<file path="config.mk">
export PLATFORM = sky130hd
export DESIGN_NAME = ps2_scancode_decoder
export DESIGN_NICKNAME = d
export VERILOG_FILES = /design/src/rtl/ps2_scancode_decoder.sv
export SDC_FILE = /design/constraint.sdc
export NUM_CORES = 1
export LEC_CHECK = 0
export ABC_AREA = 1
export CORE_ASPECT_RATIO = 0.9
export CORE_MARGIN = 4
export CORE_UTILIZATION = 55
export CTS_CLUSTER_SIZE = 8
export DETAILED_ROUTE_END_ITERATION = 10
export GPL_TIMING_DRIVEN = 0
export HOLD_SLACK_MARGIN = 0.03
export PLACE_DENSITY = 0.75
export SLEW_MARGIN = 5
export SYNTH_ARGS = -nofsm -noshare
export SYNTH_HDL_FRONTEND = slang
export SYNTH_SLANG_ARGS = --single-unit
</file>
<file path="constraint.sdc">
create_clock -name clk -period 2.8 [get_ports clk]
set_input_delay 0.28 -clock clk [delete_from_list [all_inputs] [get_ports clk]]
set_output_delay 0.28 -clock clk [all_outputs]
set_load 0.02 [all_outputs]
</file>
<file path="src/rtl/ps2_scancode_decoder.sv">
// PS/2 Set-2 scan code decoder.
// Turns the raw byte stream from the keyboard receiver into complete key
// events (make/break, extended), skips the Pause sequence, tracks modifier
// keys and caps lock, and queues events for a valid/ready consumer.
module ps2_scancode_decoder #(
    parameter int FIFO_DEPTH     = 4,
    parameter int TIMEOUT_CYCLES = 1000000
) (
    input  logic       clk,
    input  logic       reset,
    input  logic       code_valid,
    input  logic [7:0] code,
    output logic       evt_valid,
    input  logic       evt_ready,
    output logic [7:0] evt_code,
    output logic       evt_ext,
    output logic       evt_release,
    output logic       overflow,
    output logic       shift_held,
    output logic       ctrl_held,
    output logic       alt_held,
    output logic       caps_lock
);

    localparam int PTR_W = (FIFO_DEPTH > 1) ? $clog2(FIFO_DEPTH) : 1;
    localparam int CNT_W = PTR_W + 1;
    localparam int TO_W  = $clog2(TIMEOUT_CYCLES + 1);

    localparam logic [CNT_W-1:0] FULL_COUNT = CNT_W'(FIFO_DEPTH);
    localparam logic [TO_W-1:0]  TO_LAST    = TO_W'(TIMEOUT_CYCLES - 1);

    typedef enum logic [2:0] {
        IDLE,
        EXT,
        BRK,
        EXT_BRK,
        PAUSE
    } state_t;

    state_t            state_q;
    logic [2:0]        skip_q;
    logic [TO_W-1:0]   tmo_q;

    logic              push_d;
    logic [9:0]        entry_d;
    logic              isIgnored;
    logic              isFakeShift;

    logic [9:0]        mem_q [FIFO_DEPTH];
    logic [PTR_W-1:0]  wr_q;
    logic [PTR_W-1:0]  rd_q;
    logic [CNT_W-1:0]  count_q;
    logic              overflow_q;
    logic              pop;
    logic              push_ok;

    logic              shift_q;
    logic              ctrl_q;
    logic              alt_q;
    logic              caps_q;
    logic              caps_held_q;

    // Decode the incoming byte in the current state into a possible event push.
    always_comb begin
        push_d      = 1'b0;
        entry_d     = {2'b00, code};
        isIgnored   = (code == 8'h00) || (code == 8'hAA) || (code == 8'hEE) ||
                      (code == 8'hFA) || (code == 8'hFC) || (code == 8'hFE) ||
                      (code == 8'hFF);
        isFakeShift = (code == 8'h12) || (code == 8'h59);
        if (code_valid) begin
            case (state_q)
                IDLE: begin
                    if (code != 8'hE0 && code != 8'hF0 && code != 8'hE1 && !isIgnored) begin
                        push_d  = 1'b1;
                        entry_d = {2'b00, code};
                    end
                end
                EXT: begin
                    if (code != 8'hF0 && !isFakeShift) begin
                        push_d  = 1'b1;
                        entry_d = {2'b10, code};
                    end
                end
                BRK: begin
                    push_d  = 1'b1;
                    entry_d = {2'b01, code};
                end
                EXT_BRK: begin
                    if (!isFakeShift) begin
                        push_d  = 1'b1;
                        entry_d = {2'b11, code};
                    end
                end
                PAUSE: begin
                    if (skip_q <= 3'd1) begin
                        push_d  = 1'b1;
                        entry_d = {2'b10, 8'h77};
                    end
                end
                default: begin
                    push_d = 1'b0;
                end
            endcase
        end
    end

    // Prefix-tracking state machine with the idle timeout that abandons
    // partial sequences; a received byte always takes priority over timeout.
    always_ff @(posedge clk) begin
        if (reset) begin
            state_q <= IDLE;
            skip_q  <= 3'd0;
            tmo_q   <= '0;
        end else if (code_valid) begin
            tmo_q <= '0;
            case (state_q)
                IDLE: begin
                    if (code == 8'hE0) begin
                        state_q <= EXT;
                    end else if (code == 8'hF0) begin
                        state_q <= BRK;
                    end else if (code == 8'hE1) begin
                        state_q <= PAUSE;
                        skip_q  <= 3'd7;
                    end
                end
                EXT: begin
                    state_q <= (code == 8'hF0) ? EXT_BRK : IDLE;
                end
                BRK, EXT_BRK: begin
                    state_q <= IDLE;
                end
                PAUSE: begin
                    if (skip_q <= 3'd1) begin
                        state_q <= IDLE;
                        skip_q  <= 3'd0;
                    end else begin
                        skip_q <= skip_q - 3'd1;
                    end
                end
                default: begin
                    state_q <= IDLE;
                end
            endcase
        end else if (state_q != IDLE) begin
            if (tmo_q == TO_LAST) begin
                state_q <= IDLE;
                tmo_q   <= '0;
            end else begin
                tmo_q <= tmo_q + TO_W'(1);
            end
        end
    end

    // Modifier tracking follows every decoded event, even one the FIFO drops,
    // so key state never drifts from the keyboard when the consumer stalls.
    always_ff @(posedge clk) begin
        if (reset) begin
            shift_q     <= 1'b0;
            ctrl_q      <= 1'b0;
            alt_q       <= 1'b0;
            caps_q      <= 1'b0;
            caps_held_q <= 1'b0;
        end else if (push_d) begin
            if (!entry_d[9] && (entry_d[7:0] == 8'h12 || entry_d[7:0] == 8'h59)) begin
                shift_q <= !entry_d[8];
            end
            if (entry_d[7:0] == 8'h14) begin
                ctrl_q <= !entry_d[8];
            end
            if (entry_d[7:0] == 8'h11) begin
                alt_q <= !entry_d[8];
            end
            if (!entry_d[9] && entry_d[7:0] == 8'h58) begin
                if (entry_d[8]) begin
                    caps_held_q <= 1'b0;
                end else if (!caps_held_q) begin
                    caps_held_q <= 1'b1;
                    caps_q      <= !caps_q;
                end
            end
        end
    end

    assign pop     = (count_q != '0) && evt_ready;
    assign push_ok = push_d && ((count_q != FULL_COUNT) || pop);

    // Event FIFO: a push into a full queue is lost unless a pop frees a slot
    // on the same edge; the sticky overflow flag records any loss.
    always_ff @(posedge clk) begin
        if (reset) begin
            wr_q       <= '0;
            rd_q       <= '0;
            count_q    <= '0;
            overflow_q <= 1'b0;
            for (int i = 0; i < FIFO_DEPTH; i++) begin
                mem_q[i] <= '0;
            end
        end else begin
            if (push_ok) begin
                mem_q[wr_q] <= entry_d;
                wr_q        <= wr_q + PTR_W'(1);
            end else if (push_d) begin
                overflow_q <= 1'b1;
            end
            if (pop) begin
                rd_q <= rd_q + PTR_W'(1);
            end
            if (push_ok && !pop) begin
                count_q <= count_q + CNT_W'(1);
            end else if (!push_ok && pop) begin
                count_q <= count_q - CNT_W'(1);
            end
        end
    end

    // Present the head entry, forcing zeros whenever the queue is empty.
    always_comb begin
        evt_valid   = (count_q != '0);
        evt_code    = 8'h00;
        evt_ext     = 1'b0;
        evt_release = 1'b0;
        if (evt_valid) begin
            {evt_ext, evt_release, evt_code} = mem_q[rd_q];
        end
    end

    assign overflow   = overflow_q;
    assign shift_held = shift_q;
    assign ctrl_held  = ctrl_q;
    assign alt_held   = alt_q;
    assign caps_lock  = caps_q;

endmodule
</file>
==> run summary, run 1 <==
status -> complete, no violations
Die Y -> 91.5 um
Worst slew margin -> 37.3%
total CTS buffers -> 9
Routed Antenna Nets -> 0
wire length per cell -> 13.9 um
Synth cell types -> 37
post-synth net total -> 564
clock buffer depth -> 2
Mapped Cells -> 547
Tot Pwr -> 3270 uW
Max Slew Vio Count -> 0
Iter 0 DRT Violations -> 242
number of max-cap violations -> 0
CTS Sinks -> 81
Post-DP Area -> 0.00464 mm^2
post-synthesis compound-gate area fraction -> 11.0%
die width -> 101 um
main combinational cell family by area after synthesis -> simple AND/OR/NAND/NOR gates
Power Dens Cells -> 667 mW/mm^2
CTS root buf -> clkbuf_8
setup TNS -> 0 ns
Routed WL -> 9500 um
hold buffer count at cts -> 0
postcts setup bufs -> 0
vias post-DR -> 3721
fin crit share -> 92.2%
# diodes -> 0
nets -> 601
post-synthesis mux area share -> 0%
Filler cells -> 660
Final setup violation count -> 0
sequential area share after synthesis -> 47.5%
largest net degree at the start of global routing -> 14
Ports -> 28
WP data required -> 3.04 ns
maximum vdd drop -> 266 uV
area of the core -> 0.00754 mm^2
pre-CTS WS -> -0.457 ns
Synth Area in XOR/XNOR -> 1.03%
DRT Pass-1 Iters -> 5
Synth Area in Adders -> 1.65%
global-route wire length before repair -> 15700 um
mean area per synthesized cell -> 7.78 um^2
Core Util, Final -> 65.0%
latest clock arrival within the worst-skew pair -> 0.35 ns
placer congestion estimate -> 0.921
arrival time worst endpoint -> 2.83 ns
number of global-route vias before repair -> 3441
DR vias/cell -> 5.43
fmax -> 0.387 GHz
TritonCTS clock tree -> yes
gr ovfl total -> 0
initial antenna violation count -> 0
Register Area -> 0.00202 mm^2
DRC viols -> 0
H-tree depth -> 3
Total GRT Usage -> 21.3%
layout cells sized above 1 -> 10.4%
endpoint class of the critical path -> register
flops & latches, synth -> 81
Tmin final -> 2.58 ns
YS warnings -> 0
Final Hold Viols -> 0
# rows -> 30
Setup Skew -> 0.00745 ns
Hold Path Class -> in -> reg
# port buffers -> 26
worst-path fanout max -> 6
Leak -> 0.00193 uW
area occupied by multi-input gates -> 0.00192 mm^2
Area Overhead vs Synth -> 15.2%
simple logic cell fraction of the synthesized area -> 31.1%
Post-DP HPWL -> 6970 um
clock-pin slew on the worst setup and hold paths -> 0.08 ns
initial core utilization -> 56.4%
Worst setup SP type -> input pin
final setup margin -> 0.219 ns
mapped cell area -> 0.00426 mm^2
die area -> 0.00921 mm^2
WS Path Type -> in -> reg
Worst Max-Slew Pin Slew -> 0.934 ns
final instance area -> 0.00490 mm^2
## kinds of logic (layout without fill, tap and decap cells)
group,Yosys count,after routing
AOI/OAI and AO/OA,87,87
xor gates and xnor gates,5,5
adders and majority gates,5,5
buffers and inverters,79,121
DFF,81,81
and+or+nand+nor,290,290
## registers in the layout (all words and copies together) (netlist names), named ones only
register / flops
state_q: 3
caps_held_q: 1
shift_held: 1
skip_q: 3
overflow: 1
tmo_q: 20
mem_q: 40
alt_held: 1
wr_q: 2
count_q: 3
rd_q: 2
caps_lock: 1
ctrl_held: 1
## worst max-delay path: stages
cell,delay [ns]
clkdlybuf4s50_1,0.44
inv_1,0.13
nand2_1,0.14
nor2_2,0.20
nand2_1,0.07
nand3_1,0.09
nand2_1,0.07
nor2_2,0.18
nand3_2,0.11
nand3_4,0.12
inv_2,0.06
ha_1,0.17
inv_1,0.12
fa_1,0.42
o21ai_0,0.15
nor2_1,0.06
## Yosys cell counts
cell type  number  area share (%)
nand2_1        89             7.8
a21oi_4         1            0.38
clkbuf_1        9            0.79
nor3_1         10             1.2
a21oi_1        36             4.2
nand3_1        21             2.5
a311oi_1        1            0.21
nand2_4         1            0.26
or2_1           1            0.15
nand4_1        10             1.5
nor3_2         12             2.8
inv_2           3            0.26
dfxtp_1        41              19
nand2_2         2            0.29
fa_1            1            0.47
buf_4           1            0.18
clkinv_1        2            0.18
nor2_2          5            0.73
ha_1            4             1.2
nor2_4          1            0.26
o31ai_1         1            0.18
a31oi_1         3            0.44
xnor2_1         1            0.21
and3b_1         1            0.21
xor2_1          4            0.82
nand3_2         3            0.71
buf_6           4             1.1
nand3_4         1            0.41
buf_2           1            0.12
edfxtp_1       40              28
nor3_4          1            0.38
o21ai_0        41             4.8
or2_2           3            0.44
inv_1          59             5.2
o21a_1          4            0.71
nor2_1        128              11
nor4_1          1            0.15
## power by group
| part | switching, uW | internal (uW) | total, uW |
|---|---|---|---|
| clock | 421 | 580 | 1000 |
| combinational | 561 | 326 | 887 |
| sequential | 45.6 | 1340 | 1380 |
## final timing paths
path                            startpoint         end  slack (ns)  cells past startpoint
worst max-delay path               code[5]  count_q[1]        0.22                     16
worst min-delay path            code_valid  state_q[0]        0.25                      3
worst max register to register  state_q[2]  count_q[2]        0.24                     16
worst min register to register   ctrl_held   ctrl_held        0.47                      2
## timing repair
action	4_1_cts	5_1_grt
endpoints found under the setup margin	10	2
resized for setup	1	12
pin swaps	0	1
gates cloned	0	0
## routing by layer
layer	wire [um]	share of wire [%]	global-route usage [%]
met5	0	0	0
met4	170	1.8	7.86
met3	502	5.3	3.23
met2	4540	48	34.7
met1	4280	45	28.6
## through the flow
| step | std cells | hold WS [ns] |
|---|---|---|
| CTS | 685 | 0.244 |
| detailed placement | 669 | 0.459 |
| finish | 685 | 0.249 |
| global placement | 669 | 0.449 |
| floorplan | 547 | 0.436 |
| global route | 685 | 0.274 |
## cells in the final DEF, fill, tap and decap left out, drive strengths merged, types with 2 or more instances in the layout
master,instances
nand3,25
or2,4
clkdlybuf4s50,22
nand2,92
a31oi,3
ha,4
edfxtp,40
dlymetal6s2s,4
nand4,10
o21ai,41
buf,6
a21oi,37
o21a,4
dfxtp,41
clkinv,3
inv,62
nor3,23
clkbuf,21
bufinv,2
xor2,4
nor2,134
## final cells by class
class | count | share of cell area, %
plain buffers | 15 | 1.86
clock buffers | 12 | 3.39
clock inverters | 4 | 1.48
inverters | 64 | 4.95
multi-input cells | 387 | 39.1
flip-flops and latches | 81 | 41.3
well taps | 96 | 2.45
repair buffers | 26 | 5.51
Note: power is estimated with default switching activity, not from simulation.
==> run 2, diff against run 1 <==
--- a/config.mk
+++ b/config.mk
@@ -6,6 +6,7 @@
 export NUM_CORES = 1
 export LEC_CHECK = 0
 export ABC_AREA = 1
+export CAP_MARGIN = 20
 export CORE_ASPECT_RATIO = 0.9
 export CORE_MARGIN = 4
 export CORE_UTILIZATION = 55
==> run 2 against run 1 <==
Net effect:
- cell count is 0.15% higher
- total power grew 0.60%
- utilization grew 0.083 points
- non-clock buffer count up 1
- via count decreased by 1.5%
- die area unchanged
- register-to-register slack about the same
- sequential share of layout area is 0.053 points lower
- first-iteration DRC count is 5.4% higher
==> run summary, run 2 (same netlist as run 1, synthesis figures left out) <==
status -> complete, no violations
initial antenna violation count -> 0 (unchanged)
final instance area -> 0.00491 mm^2 (+0.13%)
most common cell after layout, fill and taps aside -> nor2_1
Worst slew margin -> 35.9% (-1.4 points)
gr ovfl total -> 0 (unchanged)
Seq pwr share -> 42.0% (-0.3 points)
worst reg2reg setup slack -> 0.24 ns (about the same)
global-route wire length before repair -> 15900 um (+1.3%)
Worst Max-Slew Pin Slew -> 0.956 ns (+0.0215 ns)
die area -> 0.00921 mm^2 (unchanged)
TritonCTS clock tree -> yes
area of the core -> 0.00754 mm^2 (unchanged)
Post-DP HPWL -> 6970 um (about the same)
clock-pin slew on the worst setup and hold paths -> 0.09 ns (about the same)
Total GRT Usage -> 21.7% (+0.35 points)
Hold Path Cell Cnt -> 3 (unchanged)
die width -> 101 um (unchanged)
wire length per cell -> 13.8 um (-0.57%)
number of global-route vias before repair -> 3468 (+0.78%)
clock buffer depth -> 2 (unchanged)
DR vias/cell -> 5.34 (-1.6%)
final setup margin -> 0.211 ns (-0.00804 ns)
CP Launch Point -> code[0]
reg2reg path depth -> 16 (unchanged)
switching pwr -> 1060 uW (+3.0%)
setup TNS -> 0 ns (unchanged)
Routed WL -> 9460 um (-0.42%)
Ports -> 28 (unchanged)
RSZ-0062 raised after global routing -> false
WP data required -> 3.05 ns (about the same)
Sw Ratio -> 32.2% (+0.75 points)
WS Path Type -> in -> reg
arrival time worst endpoint -> 2.84 ns (about the same)
DRC viols -> 0 (unchanged)
register with the most flip-flops -> mem_q
CTS Sinks -> 81 (unchanged)
Hold Path Class -> in -> reg
CTS root buf -> clkbuf_8
FF-to-FF Start -> state_q[1]
Final Hold Viols -> 0 (unchanged)
commonest cells after routing, fill and taps aside -> nor2_1, nand2_1, inv_1, dfxtp_1, edfxtp_1
pre-CTS WS -> -0.255 ns (+0.202 ns)
Power Dens Cells -> 670 mW/mm^2 (+0.47%)
Tot Pwr -> 3290 uW (+0.60%)
Routed Antenna Nets -> 0 (unchanged)
# diodes -> 0 (unchanged)
Iter 0 DRT Violations -> 255 (+5.4%)
# rows -> 30 (unchanged)
Final setup violation count -> 0 (unchanged)
min-delay src -> code_valid
largest net degree at the start of global routing -> 16 (+2)
Post-DP Area -> 0.00464 mm^2 (+0.11%)
maximum vdd drop -> 280 uV (+5.2%)
top flop regs -> mem_q: 40 flops, tmo_q: 20 flops
postcts setup bufs -> 0 (unchanged)
r2r endpoint -> count_q[2]
Max Slew Vio Count -> 0 (unchanged)
vias post-DR -> 3665 (-1.5%)
Worst setup SP type -> input pin
endpoint class of the critical path -> register
Die Y -> 91.5 um (unchanged)
fmax -> 0.386 GHz (-0.31%)
placer congestion estimate -> 0.921 (unchanged)
H-tree depth -> 3 (unchanged)
Setup Skew -> 0.00552 ns (-0.00193 ns)
# port buffers -> 26 (unchanged)
number of max-cap violations -> 0 (unchanged)
Clock power frac -> 31.1% (+0.5 points)
Pint -> 2230 uW (-0.50%)
worst-path fanout max -> 6 (unchanged)
Area Overhead vs Synth -> 15.3%
max FFs per register -> 40 (unchanged)
total CTS buffers -> 9 (unchanged)
initial core utilization -> 56.4% (unchanged)
fin crit share -> 92.5% (+0.29 points)
DRT Pass-1 Iters -> 4 (-1)
Hold Crit Endpoint -> state_q[0]
nets -> 602 (+0.17%)
layout cells sized above 1 -> 10.5% (+0.15 points)
Logic pwr share -> 26.9% (-0.2 points)
Leak -> 0.00194 uW (+0.56%)
Tmin final -> 2.59 ns (+0.00804 ns)
latest clock arrival within the worst-skew pair -> 0.35 ns (about the same)
## run 2: stage by stage
stage                     utilization [%]  instances  hold slack (ns)
after floorplan                         -        547            0.436
after global placement               61.5        669            0.449
after detailed placement             61.5        670            0.451
after CTS                            64.7        686            0.231
after global routing                 65.1        686            0.259
final                                65.1        686            0.238
## run 2: area by class of cell
class,count,area [um^2]
Clock inverter,6,93.8
Sequential cell,81,2020
Multi-Input combinational cell,387,1920
Fill cell,647,2640
Clock buffer,10,149
Tap cell,96,120
Buffer,15,91.3
Timing Repair Buffer,27,275
Inverter,64,240
## run 2: how the worst max path moves through the flow
| stage | end |
|---|---|
| 2_1_floorplan | mem_q[3][0] |
| 3_3_place_gp | mem_q[1][1] |
| 3_5_place_dp | count_q[2] |
| 4_1_cts | count_q[2] |
| 5_1_grt | count_q[2] |
| 6_report | count_q[2] |
## run 2: worst max-delay path: stages
cell and delay (ns):
clkdlybuf4s50_1 0.50, inv_1 0.10, nand2_1 0.12, nor2_1 0.08, nand2_1 0.11, nand2_1 0.10
nor2_1 0.11, nand2_1 0.10, nand3_2 0.10, nand3_4 0.12, inv_2 0.10, ha_1 0.13
inv_1 0.08, fa_2 0.36, a21oi_2 0.15, o21ai_1 0.09, o21ai_0 0.15, a21oi_1 0.05
## run 2: power groups by stage
stage	logic (uW)	clock network [uW]	registers, uW
after detailed placement	869	0	1410
after CTS	874	1040	1380
after global placement	843	0	1400
after floorplan	544	0	1400
final	885	1020	1380
after global routing	975	1090	1390
## run 2: routing by layer
metal  track usage, %  vias up  routed length (um)
met5                0        -                   0
met4             4.60        0                  77
met3             5.45        9                 500
met2             36.3      103                4650
met1             28.2     1695                4220
li1                 -     1858                   -
## run 2: repair_timing
| item | CTS | global route |
|---|---|---|
| gates resized for setup | 0 | 12 |
| hold buffers | 0 | 0 |
| setup endpoints to repair | 0 | 2 |
==> run 3, diff against run 2 <==
--- a/config.mk
+++ b/config.mk
@@ -15,7 +15,6 @@
 export GPL_TIMING_DRIVEN = 0
 export HOLD_SLACK_MARGIN = 0.03
 export PLACE_DENSITY = 0.75
-export SLEW_MARGIN = 5
 export SYNTH_ARGS = -nofsm -noshare
 export SYNTH_HDL_FRONTEND = slang
 export SYNTH_SLANG_ARGS = --single-unit
==> run 3 against run 2 <==
Net effect:
- fmax increased by 0.19%
- clock power about the same
- register-to-register slack worse by 0.02 ns
- hold slack improved by 0.0033 ns
- worst setup slack better by 0.0050 ns
- combinational power shrank 0.9%
- highest routed layer unchanged
- cell count increased by 0.15%
- non-clock buffer count is 1 higher
==> run summary, run 3 (same netlist as run 1, synthesis figures left out) <==
Iter 0 DRT Violations -> 218 (-15%)
Total GRT Usage -> 21.7% (about the same)
DRT Pass-1 Iters -> 5 (+1)
latest clock arrival within the worst-skew pair -> 0.35 ns (about the same)
Clock power frac -> 31.3% (+0.2 points)
max FFs per register -> 40 (unchanged)
most common cell after layout, fill and taps aside -> nor2_1
fin crit share -> 92.3% (-0.18 points)
Post-DP HPWL -> 7030 um (+0.96%)
placer congestion estimate -> 0.921 (unchanged)
number of max-cap violations -> 0 (unchanged)
area of the core -> 0.00754 mm^2 (unchanged)
Area Overhead vs Synth -> 15.3% (about the same)
hold_ws -> 0.241 ns (+0.00332 ns)
FF-to-FF Start -> state_q[0]
Die Y -> 91.5 um (unchanged)
# port buffers -> 26 (unchanged)
WP data required -> 3.04 ns (about the same)
Seq pwr share -> 42.0% (about the same)
# diodes -> 0 (unchanged)
gr ovfl total -> 0 (unchanged)
fmax -> 0.387 GHz (+0.19%)
met3 Use GR -> 5.76% (+0.31 points)
arrival time worst endpoint -> 2.83 ns (about the same)
Power Dens Cells -> 669 mW/mm^2 (about the same)
initial antenna violation count -> 0 (unchanged)
Tot Pwr -> 3290 uW (about the same)
Tmin final -> 2.58 ns (-0.00503 ns)
number of global-route vias before repair -> 3445 (-0.66%)
register with the most flip-flops -> mem_q
Final Hold Viols -> 0 (unchanged)
switching pwr -> 1060 uW (about the same)
DRC viols -> 0 (unchanged)
Worst setup SP type -> register
Ports -> 28 (unchanged)
min-delay src -> code_valid
DR vias/cell -> 5.35 (+0.15%)
status -> complete, no violations
Max Slew Vio Count -> 0 (unchanged)
nets -> 603 (+0.17%)
wire length per cell -> 13.8 um (-0.18%)
global-route wire length before repair -> 15900 um (about the same)
Leak -> 0.00195 uW (+0.60%)
TritonCTS clock tree -> yes
# rows -> 30 (unchanged)
die area -> 0.00921 mm^2 (unchanged)
GR peak layer -> met2
initial core utilization -> 56.4% (unchanged)
Setup Skew -> 0.00766 ns (+0.00214 ns)
Final Non-Filler Cells -> 687 (+0.15%)
CTS root buf -> clkbuf_8
clock buffer depth -> 2 (unchanged)
Worst slew margin -> 52.7% (+17 points)
setup TNS -> 0 ns (unchanged)
H-tree depth -> 3 (unchanged)
layout cells sized above 1 -> 9.98% (-0.53 points)
Logic pwr share -> 26.7% (-0.2 points)
clock-pin slew on the worst setup and hold paths -> 0.09 ns (about the same)
WS Path Type -> reg -> reg
CP Launch Point -> state_q[0]
Sw Ratio -> 32.2% (+0.053 points)
die width -> 101 um (unchanged)
worst-path fanout max -> 6 (unchanged)
Routed Antenna Nets -> 0 (unchanged)
Worst Max-Slew Pin Slew -> 0.710 ns (-0.245 ns)
endpoint class of the critical path -> register
top flop regs -> mem_q: 40 flops, tmo_q: 20 flops
total CTS buffers -> 9 (unchanged)
met1 Track Usage GR -> 28.6% (+0.40 points)
vias post-DR -> 3676 (+0.30%)
RSZ-0062 raised after global routing -> false
met2 Use GR -> 35.7% (-0.55 points)
Routed WL -> 9450 um (about the same)
Placed Instances -> 671 (+0.15%)
Hold Path Class -> in -> reg
Final setup violation count -> 0 (unchanged)
Filler cells -> 667 (+3.1%)
largest net degree at the start of global routing -> 16 (unchanged)
Pint -> 2230 uW (-0.17%)
commonest cells after routing, fill and taps aside -> nor2_1, nand2_1, inv_1, dfxtp_1
CTS Sinks -> 81 (unchanged)
maximum vdd drop -> 355 uV (+27%)
## run 3: layout make-up
cell class                 count  area (um^2)  share of cell area (%)
tap                           96          120                    2.45
sequential                    81         2020                    41.2
clock buffer                  10          149                    3.03
timing repair buffer          28          285                    5.81
clock inverter                 6         93.8                    1.91
buffer                        15         91.3                    1.86
inverter                      64          243                    4.95
multi-input combinational    387         1900                    38.8
## run 3: path summary, 6_finish.rpt
kind	end	slack [ns]	cells past startpoint
worst max-delay path	count_q[2]	0.22	15
worst min-delay path	state_q[0]	0.24	3
worst max register to register	count_q[2]	0.22	15
worst min register to register	ctrl_held	0.46	2
## run 3: metal layers
metal	share of wire, %	wire (um)
met2	49	4600
met1	44	4170
met5	0	0
met4	0.70	66
met3	6.5	615
## run 3: power by group through the flow
stage,Sequential [uW],Clock [uW],Combinational [uW]
2_1_floorplan,1400,0,544
3_3_place_gp,1400,0,843
3_5_place_dp,1410,0,871
4_1_cts,1380,1040,874
5_1_grt,1390,1100,967
6_report,1380,1030,877
## run 3: timing repair
item | 4_1_cts | 5_1_grt
setup buffers | 0 | 0
gates resized for setup | 0 | 9
setup endpoints to repair | 0 | 2
hold buffers | 0 | 0
## run 3: per-stage QoR
| step | util, % | worst slack (ns) | instance area (um^2) |
|---|---|---|---|
| 2_1_floorplan | - | 0.407 | 4260 |
| 3_3_place_gp | 61.5 | -0.448 | 4640 |
| 3_5_place_dp | 61.6 | -0.276 | 4650 |
| 4_1_cts | 64.8 | 0.0973 | 4890 |
| 5_1_grt | 65.0 | 0.0189 | 4910 |
| 6_report | 65.0 | 0.216 | 4910 |
## run 3: critical path, stage by stage (launching register included)
cell and delay, ns:
dfxtp_1 0.45, inv_1 0.11, nor3_1 0.23, nand2_1 0.11, a21oi_1 0.15, nor2_2 0.08
nand3_2 0.08, nand3_4 0.11, inv_2 0.09, ha_1 0.13, inv_1 0.07, fa_1 0.39
a21oi_1 0.17, o21ai_1 0.10, o21ai_0 0.14, a21oi_1 0.06
